===== src/rtl/data_serializer.sv =====
// data_serializer: parallel-to-serial SSP-style transmitter.
// Pops words from a TX FIFO and shifts them out MSB first, with a one-cycle
// frame sync ahead of each word. Back-to-back words overlap the next frame
// sync with the current LSB, which gives an 8-cycle frame period.
//
// Ports:
//   i_SSPCLKOUT  serial clock; all state changes on its rising edge
//   i_CLEAR_B    asynchronous active-low reset
//   i_TXVALID    TX FIFO not empty
//   i_TXDATA     word at the head of the TX FIFO
//   o_TXREAD     one-cycle pop strobe for the TX FIFO
//   o_SSPFSSOUT  frame sync, high for one cycle before each MSB
//   o_SSPTXD     serial data, MSB first
//   o_SSPOE_B    active-low output enable for o_SSPTXD
//   o_BUSY       high whenever the FSM is not idle
module data_serializer #(
  parameter int unsigned DATA_WIDTH = 8
) (
  input  logic                  i_SSPCLKOUT,
  input  logic                  i_CLEAR_B,
  input  logic                  i_TXVALID,
  input  logic [DATA_WIDTH-1:0] i_TXDATA,
  output logic                  o_TXREAD,
  output logic                  o_SSPFSSOUT,
  output logic                  o_SSPTXD,
  output logic                  o_SSPOE_B,
  output logic                  o_BUSY
);

  localparam int unsigned CNT_W = $clog2(DATA_WIDTH);
  localparam logic [CNT_W-1:0] CNT_LOAD = CNT_W'(DATA_WIDTH - 1);

  localparam logic [1:0] IDLE    = 2'd0;
  localparam logic [1:0] SYNC    = 2'd1;
  localparam logic [1:0] TX_LOOP = 2'd2;
  localparam logic [1:0] TX_LAST = 2'd3;

  logic [1:0]            state_q, state_d;
  logic [CNT_W-1:0]      cnt_q, cnt_d;
  logic [DATA_WIDTH-1:0] shift_q, shift_d;
  logic [DATA_WIDTH-1:0] buf_q, buf_d;
  logic                  chain_q, chain_d;
  logic                  fss_q, fss_d;
  logic                  txd_q, txd_d;
  logic                  oe_b_q, oe_b_d;
  logic                  txread_q, txread_d;
  logic                  busy_q, busy_d;

  // State and registered outputs
  always_ff @(posedge i_SSPCLKOUT or negedge i_CLEAR_B) begin
    if (!i_CLEAR_B) begin
      state_q  <= IDLE;
      cnt_q    <= '0;
      shift_q  <= '0;
      buf_q    <= '0;
      chain_q  <= 1'b0;
      fss_q    <= 1'b0;
      txd_q    <= 1'b0;
      oe_b_q   <= 1'b1;
      txread_q <= 1'b0;
      busy_q   <= 1'b0;
    end else begin
      state_q  <= state_d;
      cnt_q    <= cnt_d;
      shift_q  <= shift_d;
      buf_q    <= buf_d;
      chain_q  <= chain_d;
      fss_q    <= fss_d;
      txd_q    <= txd_d;
      oe_b_q   <= oe_b_d;
      txread_q <= txread_d;
      busy_q   <= busy_d;
    end
  end

  // Next state; output values computed here are those for the coming cycle
  always_comb begin
    state_d  = state_q;
    cnt_d    = cnt_q;
    shift_d  = shift_q;
    buf_d    = buf_q;
    chain_d  = chain_q;
    fss_d    = 1'b0;
    txd_d    = 1'b0;
    oe_b_d   = 1'b1;
    txread_d = 1'b0;

    case (state_q)
      IDLE: begin
        if (i_TXVALID) begin
          shift_d  = i_TXDATA;
          state_d  = SYNC;
          fss_d    = 1'b1;
          oe_b_d   = 1'b0;
          txread_d = 1'b1;
        end
      end
      SYNC: begin
        state_d = TX_LOOP;
        cnt_d   = CNT_LOAD;
        txd_d   = shift_q[DATA_WIDTH-1];
        oe_b_d  = 1'b0;
      end
      TX_LOOP: begin
        oe_b_d = 1'b0;
        if (cnt_q == CNT_W'(1)) begin
          // Last loop cycle: decide now whether a word follows, so its frame
          // sync can share the LSB cycle. The word lands in buf_q, leaving
          // shift_q intact for bit0.
          state_d  = TX_LAST;
          cnt_d    = '0;
          txd_d    = shift_q[0];
          chain_d  = i_TXVALID;
          fss_d    = i_TXVALID;
          txread_d = i_TXVALID;
          if (i_TXVALID) begin
            buf_d = i_TXDATA;
          end
        end else begin
          cnt_d = cnt_q - CNT_W'(1);
          txd_d = shift_q[cnt_d];
        end
      end
      TX_LAST: begin
        chain_d = 1'b0;
        if (chain_q) begin
          state_d = TX_LOOP;
          shift_d = buf_q;
          cnt_d   = CNT_LOAD;
          txd_d   = buf_q[DATA_WIDTH-1];
          oe_b_d  = 1'b0;
        end else begin
          state_d = IDLE;
        end
      end
      default: begin
        state_d = IDLE;
      end
    endcase

    busy_d = (state_d != IDLE);
  end

  assign o_TXREAD    = txread_q;
  assign o_SSPFSSOUT = fss_q;
  assign o_SSPTXD    = txd_q;
  assign o_SSPOE_B   = oe_b_q;
  assign o_BUSY      = busy_q;

endmodule


===== config.mk =====
export PLATFORM = sky130hd
export DESIGN_NAME = data_serializer
export DESIGN_NICKNAME = d
export VERILOG_FILES = /design/src/rtl/data_serializer.sv
export SDC_FILE = /design/constraint.sdc
export NUM_CORES = 1
export LEC_CHECK = 0
export BUFFER_PORTS_ARGS = -buffer_cell sky130_fd_sc_hd__buf_2
export CORE_MARGIN = 8
export CORE_UTILIZATION = 55
export CTS_CLUSTER_DIAMETER = 60
export DETAILED_ROUTE_END_ITERATION = 12
export PLACE_DENSITY = 0.86
export SLEW_MARGIN = 20
export SYNTH_ARGS = -nofsm -noshare
export SYNTH_HDL_FRONTEND = slang
export SYNTH_SLANG_ARGS = --single-unit

===== constraint.sdc =====
create_clock -name i_SSPCLKOUT -period 3.1 [get_ports i_SSPCLKOUT]
set_clock_uncertainty 0.2 [all_clocks]
set_input_delay 0.62 -clock i_SSPCLKOUT [delete_from_list [all_inputs] [get_ports i_SSPCLKOUT]]
set_output_delay 0.62 -clock i_SSPCLKOUT [all_outputs]
set_load 0.005 [all_outputs]

# Word level (Yosys, flattened, before mapping)
# Cells that the tools add are included.
# op_classes
add_sub_neg	1
multipliers	0
n_div	0
order_cmp	1
eq_ne	7
shift	0
mux	23
bitwise	0
reduce_logical	10
# ops
cell	n
$mux 8	2
$pmux 8 s2	1
$pmux 3 s3	1
$mux 1	8
$pmux 2 s4	1
$mux 2	3
$mux 3	2
$ne 2x2->1 const B	3
$pmux 1 s3	2
$reduce_and 3->1	2
$reduce_bool 2->1	3
$eq 2x2->1 const B	2
$lt 3x4->1 const B	1
$pmux 1 s2	2
$reduce_and 2->1	2
$bmux 1 s3	1
$eq 3x1->1 const B	1
$reduce_bool 3->1	1
$sub 3x1->3 const B	1
$eq 2x1->1 const B	1
$logic_not 2->1	1
$reduce_or 2->1	1
# totals
reg_bits	26
latchBits	0
ram_bits	0
rom_bits	0
output_inout_bits	5
n_memories	0

# Longest topological paths before layout
# Gate-level depths: netlist (run 1).
# logic_depth
ltp_word	5
ltp_mapped	5

# Worst setup path before layout (run 1)
# OpenSTA, ideal clock, no wires.
# synth_path
path_type	flip-flop to flip-flop
from	register cnt_q[0]
to	register txd_q (netlist: o_SSPTXD)
setup_time_ps	133
arrival_time_ps	1277
t_required_ps	2767
setup_slack_ps	1489
stages_incl_launch_ff	6
path_cell_list	dfrtp_1 > inv_1 > ha_1 > mux4_2 > o211ai_1 > a32oi_1
# synth_between
elab_chain_cells	5
word_cells_on_any_way	6
classes_between	1 x add/sub; 1 x eq/ne; 4 x mux
# synth_rtl
element	line_no	rtl
start: declaration	39	logic [CNT_W-1:0] cnt_q, cnt_d;
start signal: assignment	64	cnt_q <= cnt_d;
$sub 3x1->3	120	cnt_d = cnt_q - CNT_W'(1);
$bmux 1 s3	121	txd_d = shift_q[cnt_d];
$mux 1 (implied by the code)	121	
$mux 1 (*)	106	if (cnt_q == CNT_W'(1)) begin
$pmux 1 s3 (*)	88	case (state_q)
via txd_d	44	logic txd_q, txd_d;
end signal: assignment	69	txd_q <= txd_d;
end: declaration	44	
# The timed path passes the listed nets; every way through them passes the cells marked *. The select of a mux whose other input is x is not followed.
# A chain may end at the register's enable or synchronous reset.

# Worst setup path after layout (run 1)
# layout_path
from	register state_q[1]
to	register shift_q[0]
# layout_between
elab_chain_cells	3
word_cells_on_any_way	7
classes_between	3 x eq/ne; 1 x mux; 3 x reduce/logical
# layout_rtl
element	line_no	rtl
start: declaration	38	logic [1:0] state_q, state_d;
start signal: assignment	63	state_q <= state_d;
$eq 2x2->1 / $logic_not 2->1 (equally long branches)	88	
$ne 2x2->1 (no source line) / $reduce_bool 2->1 (equally long branches)	n/a	
$reduce_and 3->1 (no source line)	n/a	
end signal: assignment	65	shift_q <= shift_d;
end: declaration	40	logic [DATA_WIDTH-1:0] shift_q, shift_d;
# Several ways; a longest one is shown, not always the timed one.

==> summary.md, run 1 <==
| Metric | Value |
|---|---|
| Final Routed Wirelength | 2550 um |
| Nets | 129 |
| DRC violation count after routing | 0 |
| Setup violations, final | 0 |
| Avg Inst Size Synth | 13.1 um^2 |
| Pwr Density | 1020 nW/um^2 |
| Peak supply drop | 0.000639 V |
| Synth top area cells | dfrtp_1, mux2_2, mux4_2 |
| Vias in the first global route | 999 |
| Die Width | 65.3 um |
| Status | finished clean |
| Worst-skew pair later-pin latency | 330 ps |
| Slew Viols, Final | 0 |
| Asr flop ratio synth | 100% |
| Routed len/inst | 17.6 um |
| Tot Pwr | 1.48 mW |
| Number of synthesized flops with an enable pin | 0 |
| Layout cells sized above 1 | 45.2% |
| Post-detail-place hpwl | 1870 um |
| Synth Flop Type | dfrtp_1 |
| Critical path required time | 3120 ps |
| Root Driver | clkbuf_4 |
| Non-filler cells, final | 145 |
| Via/cell ratio | 5.92 |
| Cells after Synth | 102 |
| CP Cell Sequence | nand2_4 -> o22ai_4 -> mux2_2 |
| I/O Buffers | 15 |
| Full die area | 4270 um^2 |
| Fin crit share | 66.2% |
| Clk buf depth | 2 |
| Antenna Diode Count | 0 |
| Post-CTS Hold Fix Bufs | 0 |
| Netlist cell types | 35 |
| Max-cap viol count | 0 |
| Placed cell count | 141 |
| First-pass GRT wire length | 4370 um |
| CP arrival | 2070 ps |
| Syn_nets | 115 |
| Initial antenna violation count | 0 |
| Total grt overflow | 0 |
| GRT Util Overall | 13.1% |
| Std cell rows | 18 |
| Leak | 0.618 nW |
| Clock H-tree levels | 1 |
| Unrepaired setup endpoints after global routing | no |
| Max Clock Freq | 487 MHz |
| Post-CTS Setup Inserts | 0 |
| Final GP Congestion | 0.804 |
| Area Growth Syn to Fin | 8.23% |
| CTS resizes | 0 |
| Worst-Margin Slew | 693 ps |
| CTS tree | done |
| Core Footprint | 2390 um^2 |
| 1st-iter DRT viols | 34 |
| Fin crit period | 2050 ps |
| Synth warnings | 0 |
| TNS Setup | 0 ps |
| Routed vias | 859 |
| Area fraction of the dominant cell type after synthesis | 46.8% |
| IO Count | 16 |
| Slew HR | 53.8% |
| Starting Density | 56.0% |
| Worst Hold Class | input pin to asynchronous set/reset pin |
| Pre-antenna DRT Iters | 2 |
| Setup CP Type | register to register |
| Largest stage delay, worst path | 810 ps |
| Final Core Density | 60.6% |
| CP max FO | 21 |
| Leading area contributor after synthesis | dfrtp_1 |
| Num CTS Buffers | 3 |
| Antenna-violating nets left | 0 |
| Die Ht | 65.3 um |
| Clock Pin Slew Worst Setup and Hold Paths | 140 ps |
| Startpoint types | register |
| TritonCTS Sinks | 26 |
| Kind of end point of the critical path | register |
| Mapped cell area | 1340 um^2 |
| Final hold viol count | 0 |
| Critical path buffers and inverters | 0 |
| Largest net degree at the start of global routing | 27 |
| Sequential share of the synthesized area | 48.7% |
| Yosys reg bits | 26 |
| Delay-heaviest family, CP | flip-flops |
| Slowest cell on the critical path | dfrtp_1 |
-- worst register-to-register path, delay by kind of cell, from the launching register on --
kind | cells | cell delay, ps
flops | 1 | 810
simple gates | 1 | 220
mux | 1 | 390
compound gates | 1 | 330
-- cell families after synthesis --
group           count (synthesis)  synth area share [%]
simple gates                   20                  11.4
mux                            26                  23.6
buf+inv                         9                  3.74
fa+ha+maj                       2                  1.87
flops                          26                  48.7
compound gates                 19                  10.7
-- final timing paths --
path	from	end	slack [ps]	cells after the start
max in group asynchronous	i_CLEAR_B	buf_q[3]	2250	1
hold / removal	i_CLEAR_B	buf_q[5]	70	1
hold reg to reg	buf_q[2]	buf_q[2]	320	1
min in group i_SSPCLKOUT	buf_q[2]	buf_q[2]	320	1
setup / recovery	state_q[1]	shift_q[0]	1050	3
setup reg to reg	state_q[1]	shift_q[0]	1050	3
-- where the power goes --
group	total, mW	internal (mW)	leakage (nW)	switching, mW
clock	0.172	0.0720	0.0210	0.100
sequential	0.684	0.506	0.309	0.178
combinational	0.627	0.366	0.288	0.261
total	1.48	0.944	0.618	0.540
-- final cells by class --
type	count	area [um^2]
repair buffers	15	75.1
flip-flops and latches	26	652
clock buffers	4	36.3
inverters	3	11.3
multi-input cells	67	636
fillers	205	940
well taps	30	37.5
-- stage by stage --
step           hold WS [ps]  worst slack (ps)  area (um^2)
3_3_place_gp            283              1160         1410
3_5_place_dp            295              1070         1410
5_1_grt                98.1               948         1450
4_1_cts                72.5              1050         1450
2_1_floorplan           124              1490         1340
6_report               69.5              1050         1450
-- cell usage after synthesis, types with 2 or more instances --
master and n:
a31oi_1 2, ha_1 2, and2_1 2, a21oi_1 3, nand2b_1 3, o22ai_1 2, mux2_2 24, nand3b_1 2
o211ai_1 2, inv_1 3, buf_2 4, a22oi_1 2, nor2b_1 3, dfrtp_1 25, o21ai_0 2, mux4_2 2
-- placed cells by master, fill, tap and decap left out --
cell type	count
dfrtp_1	25
mux2_2	24
buf_2	15
nor2b_1	3
a21oi_1	3
nand2b_1	3
inv_1	3
clkbuf_4	3
and2_1	2
a31oi_1	2
mux4_2	2
o211ai_1	2
o21ai_0	2
a22oi_1	2
o22ai_1	2
nand3b_1	2
ha_1	2
nand2b_2	1
nand2_1	1
nor3_1	1
nor3b_1	1
a32oi_1	1
nand3_1	1
o21a_1	1
o31ai_1	1
o31a_1	1
nand2_4	1
o22ai_4	1
or3b_2	1
nor2_2	1
nand4_4	1
and4b_1	1
o32a_1	1
clkbuf_8	1
dfstp_2	1
-- layer usage --
layer / GRT usage, % / vias to the layer above / share of wire (%)
met3: 3.06 / 5 / 4.5
met1: 14.3 / 438 / 42
li1: - / 401 / -
met2: 21.8 / 15 / 52
met5: 0 / - / 0
met4: 10.1 / 0 / 2.0
-- flip-flops by register name (all words and copies together) (netlist names), 2 cells and up --
signal,cells
cnt_q,3
shift_q,8
state_q,2
buf_q,8
Power figures use the tool's default switching activity.
==> run 2, diff against run 1 <==
==> constraint.sdc (replaced) <==
create_clock -name i_SSPCLKOUT -period 1.92 [get_ports i_SSPCLKOUT]
set_clock_uncertainty 0.2 [all_clocks]
set_input_delay 0.384 -clock i_SSPCLKOUT [delete_from_list [all_inputs] [get_ports i_SSPCLKOUT]]
set_output_delay 0.384 -clock i_SSPCLKOUT [all_outputs]
set_load 0.005 [all_outputs]
==> run 2 against run 1 <==
Against the previous run: first-iteration DRC count increased by 32%; final cell count increased by 2.8%; non-clock buffer count increased by 4; global-route usage increased by 0.15 points; flip-flop and latch count unchanged; power increased by 62%; clock power increased by 38%; register-to-register slack got worse by 900 ps; largest power group is now combinational logic.
==> summary.md, run 2 (same netlist as run 1, synthesis figures left out) <==
| Metric | Value |
|---|---|
| Status | finished clean |
| Startpoint types | register |
| TNS Setup | 0 ps (unchanged) |
| Initial antenna violation count | 0 (unchanged) |
| Routed vias | 877 (+2.1%) |
| Post-route setup slack | 148 ps (-900 ps) |
| Crit path from | state_q[0] |
| TritonCTS Sinks | 26 (unchanged) |
| Reg power frac | 42.7% (-3.4 points) |
| Starting Density | 56.0% (unchanged) |
| Cell area after layout | 1470 um^2 (+1.6%) |
| Setup violations, final | 0 (unchanged) |
| Critical path required time | 1930 ps (-1190 ps) |
| Worst-skew pair later-pin latency | 320 ps (about the same) |
| Final GP Congestion | 0.838 (+4.2%) |
| First-pass GRT wire length | 4440 um (+1.6%) |
| Vias in the first global route | 982 (-1.7%) |
| Antenna-violating nets left | 0 (unchanged) |
| Clk buf depth | 2 (unchanged) |
| Pwr Density | 1630 nW/um^2 (+59%) |
| Largest regs | buf_q x8, shift_q x8, cnt_q x3 |
| GRT Util Overall | 13.3% (+0.15 points) |
| Tot Pwr | 2.40 mW (+62%) |
| Die Width | 65.3 um (unchanged) |
| Clock power frac | 9.9% (-1.7 points) |
| Final Routed Wirelength | 2530 um (-0.78%) |
| Max-cap viol count | 0 (unchanged) |
| Pre-antenna DRT Iters | 4 (+2) |
| Combinational power share | 47.4% (+5.1 points) |
| Via/cell ratio | 5.89 (-0.65%) |
| Area Growth Syn to Fin | 9.92% |
| Non-filler cells, final | 149 (+2.8%) |
| Antenna Diode Count | 0 (unchanged) |
| Clock Pin Slew Worst Setup and Hold Paths | 140 ps (about the same) |
| Worst R2R Setup Slack | 150 ps (-900 ps) |
| Largest net degree at the start of global routing | 27 (unchanged) |
| CTS resizes | 0 (unchanged) |
| Layout cells sized above 1 | 45.4% (+0.16 points) |
| Slew HR | 61.4% (+7.6 points) |
| Commonest cells after routing, fill and taps aside | dfrtp_1, mux2_2, buf_2 |
| I/O Buffers | 15 (unchanged) |
| Clock H-tree levels | 1 (unchanged) |
| CTS tree | done |
| Hold path start | i_TXDATA[4] |
| Peak supply drop | 0.00107 V (+67%) |
| Die Ht | 65.3 um (unchanged) |
| Pre-CTS worst setup slack | 157 ps (-910 ps) |
| Core Footprint | 2390 um^2 (unchanged) |
| Leak | 0.631 nW (+2.0%) |
| Worst Hold Class | input pin to register |
| Placed cell count | 144 (+2.1%) |
| Worst-Margin Slew | 580 ps (-113 ps) |
| Full die area | 4270 um^2 (unchanged) |
| Fin crit period | 1770 ps (-280 ps) |
| Num CTS Buffers | 3 (unchanged) |
| DRC violation count after routing | 0 (unchanged) |
| 1st-iter DRT viols | 45 (+32%) |
| Reg2reg start | state_q[0] |
| Nets | 133 (+3.1%) |
| Post-detail-place hpwl | 1820 um (-2.5%) |
| Unrepaired setup endpoints after global routing | no |
| Slew Viols, Final | 0 (unchanged) |
| CP arrival | 1780 ps (-290 ps) |
| Hold Slack | 93.0 ps (+23.5 ps) |
| Multi-input gate area | 636 um^2 (unchanged) |
| Final Core Density | 61.6% (+0.94 points) |
| Total grt overflow | 0 (unchanged) |
| Setup CP Type | register to register |
| CP max FO | 9 (-57%) |
| Std cell rows | 18 (unchanged) |
| Filler cells | 195 (-4.9%) |
| FF/Latch Area | 652 um^2 (unchanged) |
| Max Clock Freq | 564 MHz (+16%) |
| Root Driver | clkbuf_4 |
| Commonest non-fill, non-tap cell in the layout | dfrtp_1 |
| Final hold viol count | 0 (unchanged) |
| Routed len/inst | 17.0 um (-3.4%) |
| Fin crit share | 92.3% (+26 points) |
| Sw frac | 36.3% (-0.095 points) |
| P_sw | 0.870 mW (+61%) |
| Kind of end point of the critical path | register |
| IO Count | 16 (unchanged) |
| Int Pwr | 1.53 mW (+62%) |
| Dpl cell area | 1430 um^2 (+1.6%) |
-- run 2: repair_timing --
item                                   4_1_cts  5_1_grt
endpoints found under the hold margin       25        0
buffers inserted                             0        0
hold buffers                                 1        0
-- run 2: area by class of cell --
type,instances,area share [%]
well taps,30,2.55
clock buffers,4,1.79
flip-flops and latches,26,44.3
repair buffers,19,7.32
multi-input cells,67,43.2
inverters,3,0.766
-- run 2: worst max-delay path: stages, from the launching register on --
cell and delay (ps):
dfrtp_1 510, buf_4 230, o22ai_4 340, mux2_2 390
-- run 2: power groups by stage --
stage / registers, mW / clock network (mW) / logic, mW
finish: 1.02 / 0.238 / 1.14
CTS: 1.02 / 0.246 / 1.14
global placement: 1.02 / 0 / 1.07
global route: 1.07 / 0.266 / 1.25
detailed placement: 1.04 / 0 / 1.14
floorplan: 0.946 / 0 / 0.963
-- run 2: per-layer routing --
metal / vias up / share of wire [%] / track usage [%]
met5: - / 0 / 0
met3: 5 / 6.2 / 3.40
met2: 34 / 50 / 23.2
li1: 409 / - / -
met1: 429 / 42 / 14.5
met4: 0 / 1.6 / 6.81
-- run 2: path summary, 6_finish.rpt --
kind	end	cells after the start
max	shift_q[0]	3
min reg2reg	buf_q[2]	1
min	buf_q[4]	2
max reg2reg	shift_q[0]	3
min in group asynchronous	chain_q	2
max in group asynchronous	buf_q[3]	2
==> run 3, diff against run 2 <==
==> constraint.sdc (replaced) <==
create_clock -name i_SSPCLKOUT -period 2.25 [get_ports i_SSPCLKOUT]
set_clock_uncertainty 0.2 [all_clocks]
set_input_delay 0.45 -clock i_SSPCLKOUT [delete_from_list [all_inputs] [get_ports i_SSPCLKOUT]]
set_output_delay 0.45 -clock i_SSPCLKOUT [all_outputs]
set_load 0.005 [all_outputs]
==> run 3 against run 2 <==
Against the previous run: combinational power decreased by 16%; clock-buffer cell count is the same; clock power is 2% higher; global-route usage fell by 0.55 points; highest routed layer unchanged.
==> summary.md, run 3 (same netlist as run 1, synthesis figures left out) <==
| Metric | Value |
|---|---|
| Final Core Density | 61.7% (+0.10 points) |
| Layout cells sized above 1 | 45.8% (+0.38 points) |
| Commonest non-fill, non-tap cell in the layout | dfrtp_1 |
| Post-detail-place hpwl | 1760 um (-3.5%) |
| Via/cell ratio | 5.86 (-0.47%) |
| FF/Latch Area | 652 um^2 (unchanged) |
| Root Driver | clkbuf_4 |
| Initial antenna violation count | 0 (unchanged) |
| Filler cells | 196 (+0.51%) |
| Peak supply drop | 0.000898 V (-16%) |
| CTS tree | done |
| Fin crit share | 77.1% (-15 points) |
| Worst-skew pair later-pin latency | 330 ps (about the same) |
| Tot Pwr | 2.06 mW (-14%) |
| Final GP Congestion | 0.923 (+10%) |
| Max Clock Freq | 576 MHz (+2.1%) |
| Slew Viols, Final | 0 (unchanged) |
| Unrepaired setup endpoints after global routing | no |
| Critical path required time | 2280 ps (+350 ps) |
| 1st-iter DRT viols | 21 (-53%) |
| Fin crit period | 1740 ps (-37.2 ps) |
| Routed len/inst | 16.5 um (-3.0%) |
| IO Count | 16 (unchanged) |
| Antenna Diode Count | 0 (unchanged) |
| Non-filler cells, final | 148 (-0.67%) |
| I/O Buffers | 15 (unchanged) |
| Largest net degree at the start of global routing | 27 (unchanged) |
| Pre-antenna DRT Iters | 2 (-2) |
| DRC violation count after routing | 0 (unchanged) |
| GRT Util Overall | 12.7% (-0.55 points) |
| Kind of end point of the critical path | register |
| Routed vias | 867 (-1.1%) |
| Starting Density | 56.0% (unchanged) |
| Largest regs | buf_q x8, shift_q x8, cnt_q x3 |
| Worst Hold Class | input pin to register |
| Leak | 0.632 nW (+0.22%) |
| Max-cap viol count | 0 (unchanged) |
| Clock Pin Slew Worst Setup and Hold Paths | 140 ps (about the same) |
| Num CTS Buffers | 3 (unchanged) |
| Final Routed Wirelength | 2440 um (-3.6%) |
| First-pass GRT wire length | 4200 um (-5.3%) |
| CP max FO | 8 (-1) |
| Hold path depth | 2 (unchanged) |
| Startpoint types | register |
| Full die area | 4270 um^2 (unchanged) |
| Slew HR | 62.0% (+0.64 points) |
| Setup violations, final | 0 (unchanged) |
| Nets | 132 (-0.75%) |
| Vias in the first global route | 917 (-6.6%) |
| CP arrival | 1770 ps (about the same) |
| TritonCTS Sinks | 26 (unchanged) |
| Core Footprint | 2390 um^2 (unchanged) |
| Die Ht | 65.3 um (unchanged) |
| Status | finished clean |
| Setup CP Type | register to register |
| Pwr Density | 1400 nW/um^2 (-14%) |
| Clock H-tree levels | 1 (unchanged) |
| Final hold viol count | 0 (unchanged) |
| Std cell rows | 18 (unchanged) |
| Clk buf depth | 2 (unchanged) |
| Die Width | 65.3 um (unchanged) |
| R2R depth | 3 (unchanged) |
| TNS Setup | 0 ps (unchanged) |
| Area Growth Syn to Fin | 10.1% |
| Antenna-violating nets left | 0 (unchanged) |
| Total grt overflow | 0 (unchanged) |
| Commonest cells after routing, fill and taps aside | dfrtp_1, mux2_2, buf_2 |
| Post-CTS Setup Inserts | 0 (unchanged) |
| Worst-Margin Slew | 570 ps (-9.56 ps) |
| Multi-input gate area | 636 um^2 (unchanged) |
| Placed cell count | 143 (-0.69%) |
[run 3: changes by cell type in the layout (fill, tap and decap cells not counted), sizes merged]
cell  previous run  this run
buf             18        17
[run 3: stage by stage]
step                      setup slack, ps  area (um^2)  hold slack, ps
after global placement                536         1430             271
after CTS                             492         1470             144
after global routing                  365         1470             135
after detailed placement              512         1430             278
final                                 515         1470             154
after floorplan                       639         1340           -45.6
[run 3: per-layer routing]
layer	GRT usage (%)	routed length, um
met1	15.4	1100
met2	19.7	1150
met3	3.23	113
met4	8.45	78
met5	0	0
[run 3: power by group]
group          switching, mW  total, mW  internal, mW
registers              0.170      0.868         0.698
logic                  0.427      0.953         0.526
clock network          0.142      0.242        0.0992
[run 3: timing repair]
action                                 4_1_cts  5_1_grt
endpoints found under the hold margin       25        0
gates resized for setup                      0        0
hold buffers                                 1        0
[run 3: area by class of cell]
cell class	count	share of cell area [%]
timing repair buffer	18	6.80
clock buffer	4	2.46
multi-input combinational	67	43.2
sequential	26	44.3
inverter	3	0.765
tap	30	2.55
[run 3: critical path, stage by stage (launching register included)]
cell and delay, ps:
dfrtp_1 510, nand2b_2 250, o22ai_4 300, mux2_2 380
[run 3: path summary, 6_finish.rpt]
kind	start	end	slack, ps
setup / recovery	state_q[1]	shift_q[5]	510
setup reg to reg	state_q[1]	shift_q[5]	510
hold reg to reg	buf_q[0]	buf_q[0]	320
min in group asynchronous	i_CLEAR_B	o_BUSY	430
max in group asynchronous	i_CLEAR_B	o_SSPOE_B	1050
hold / removal	i_TXDATA[7]	buf_q[7]	150
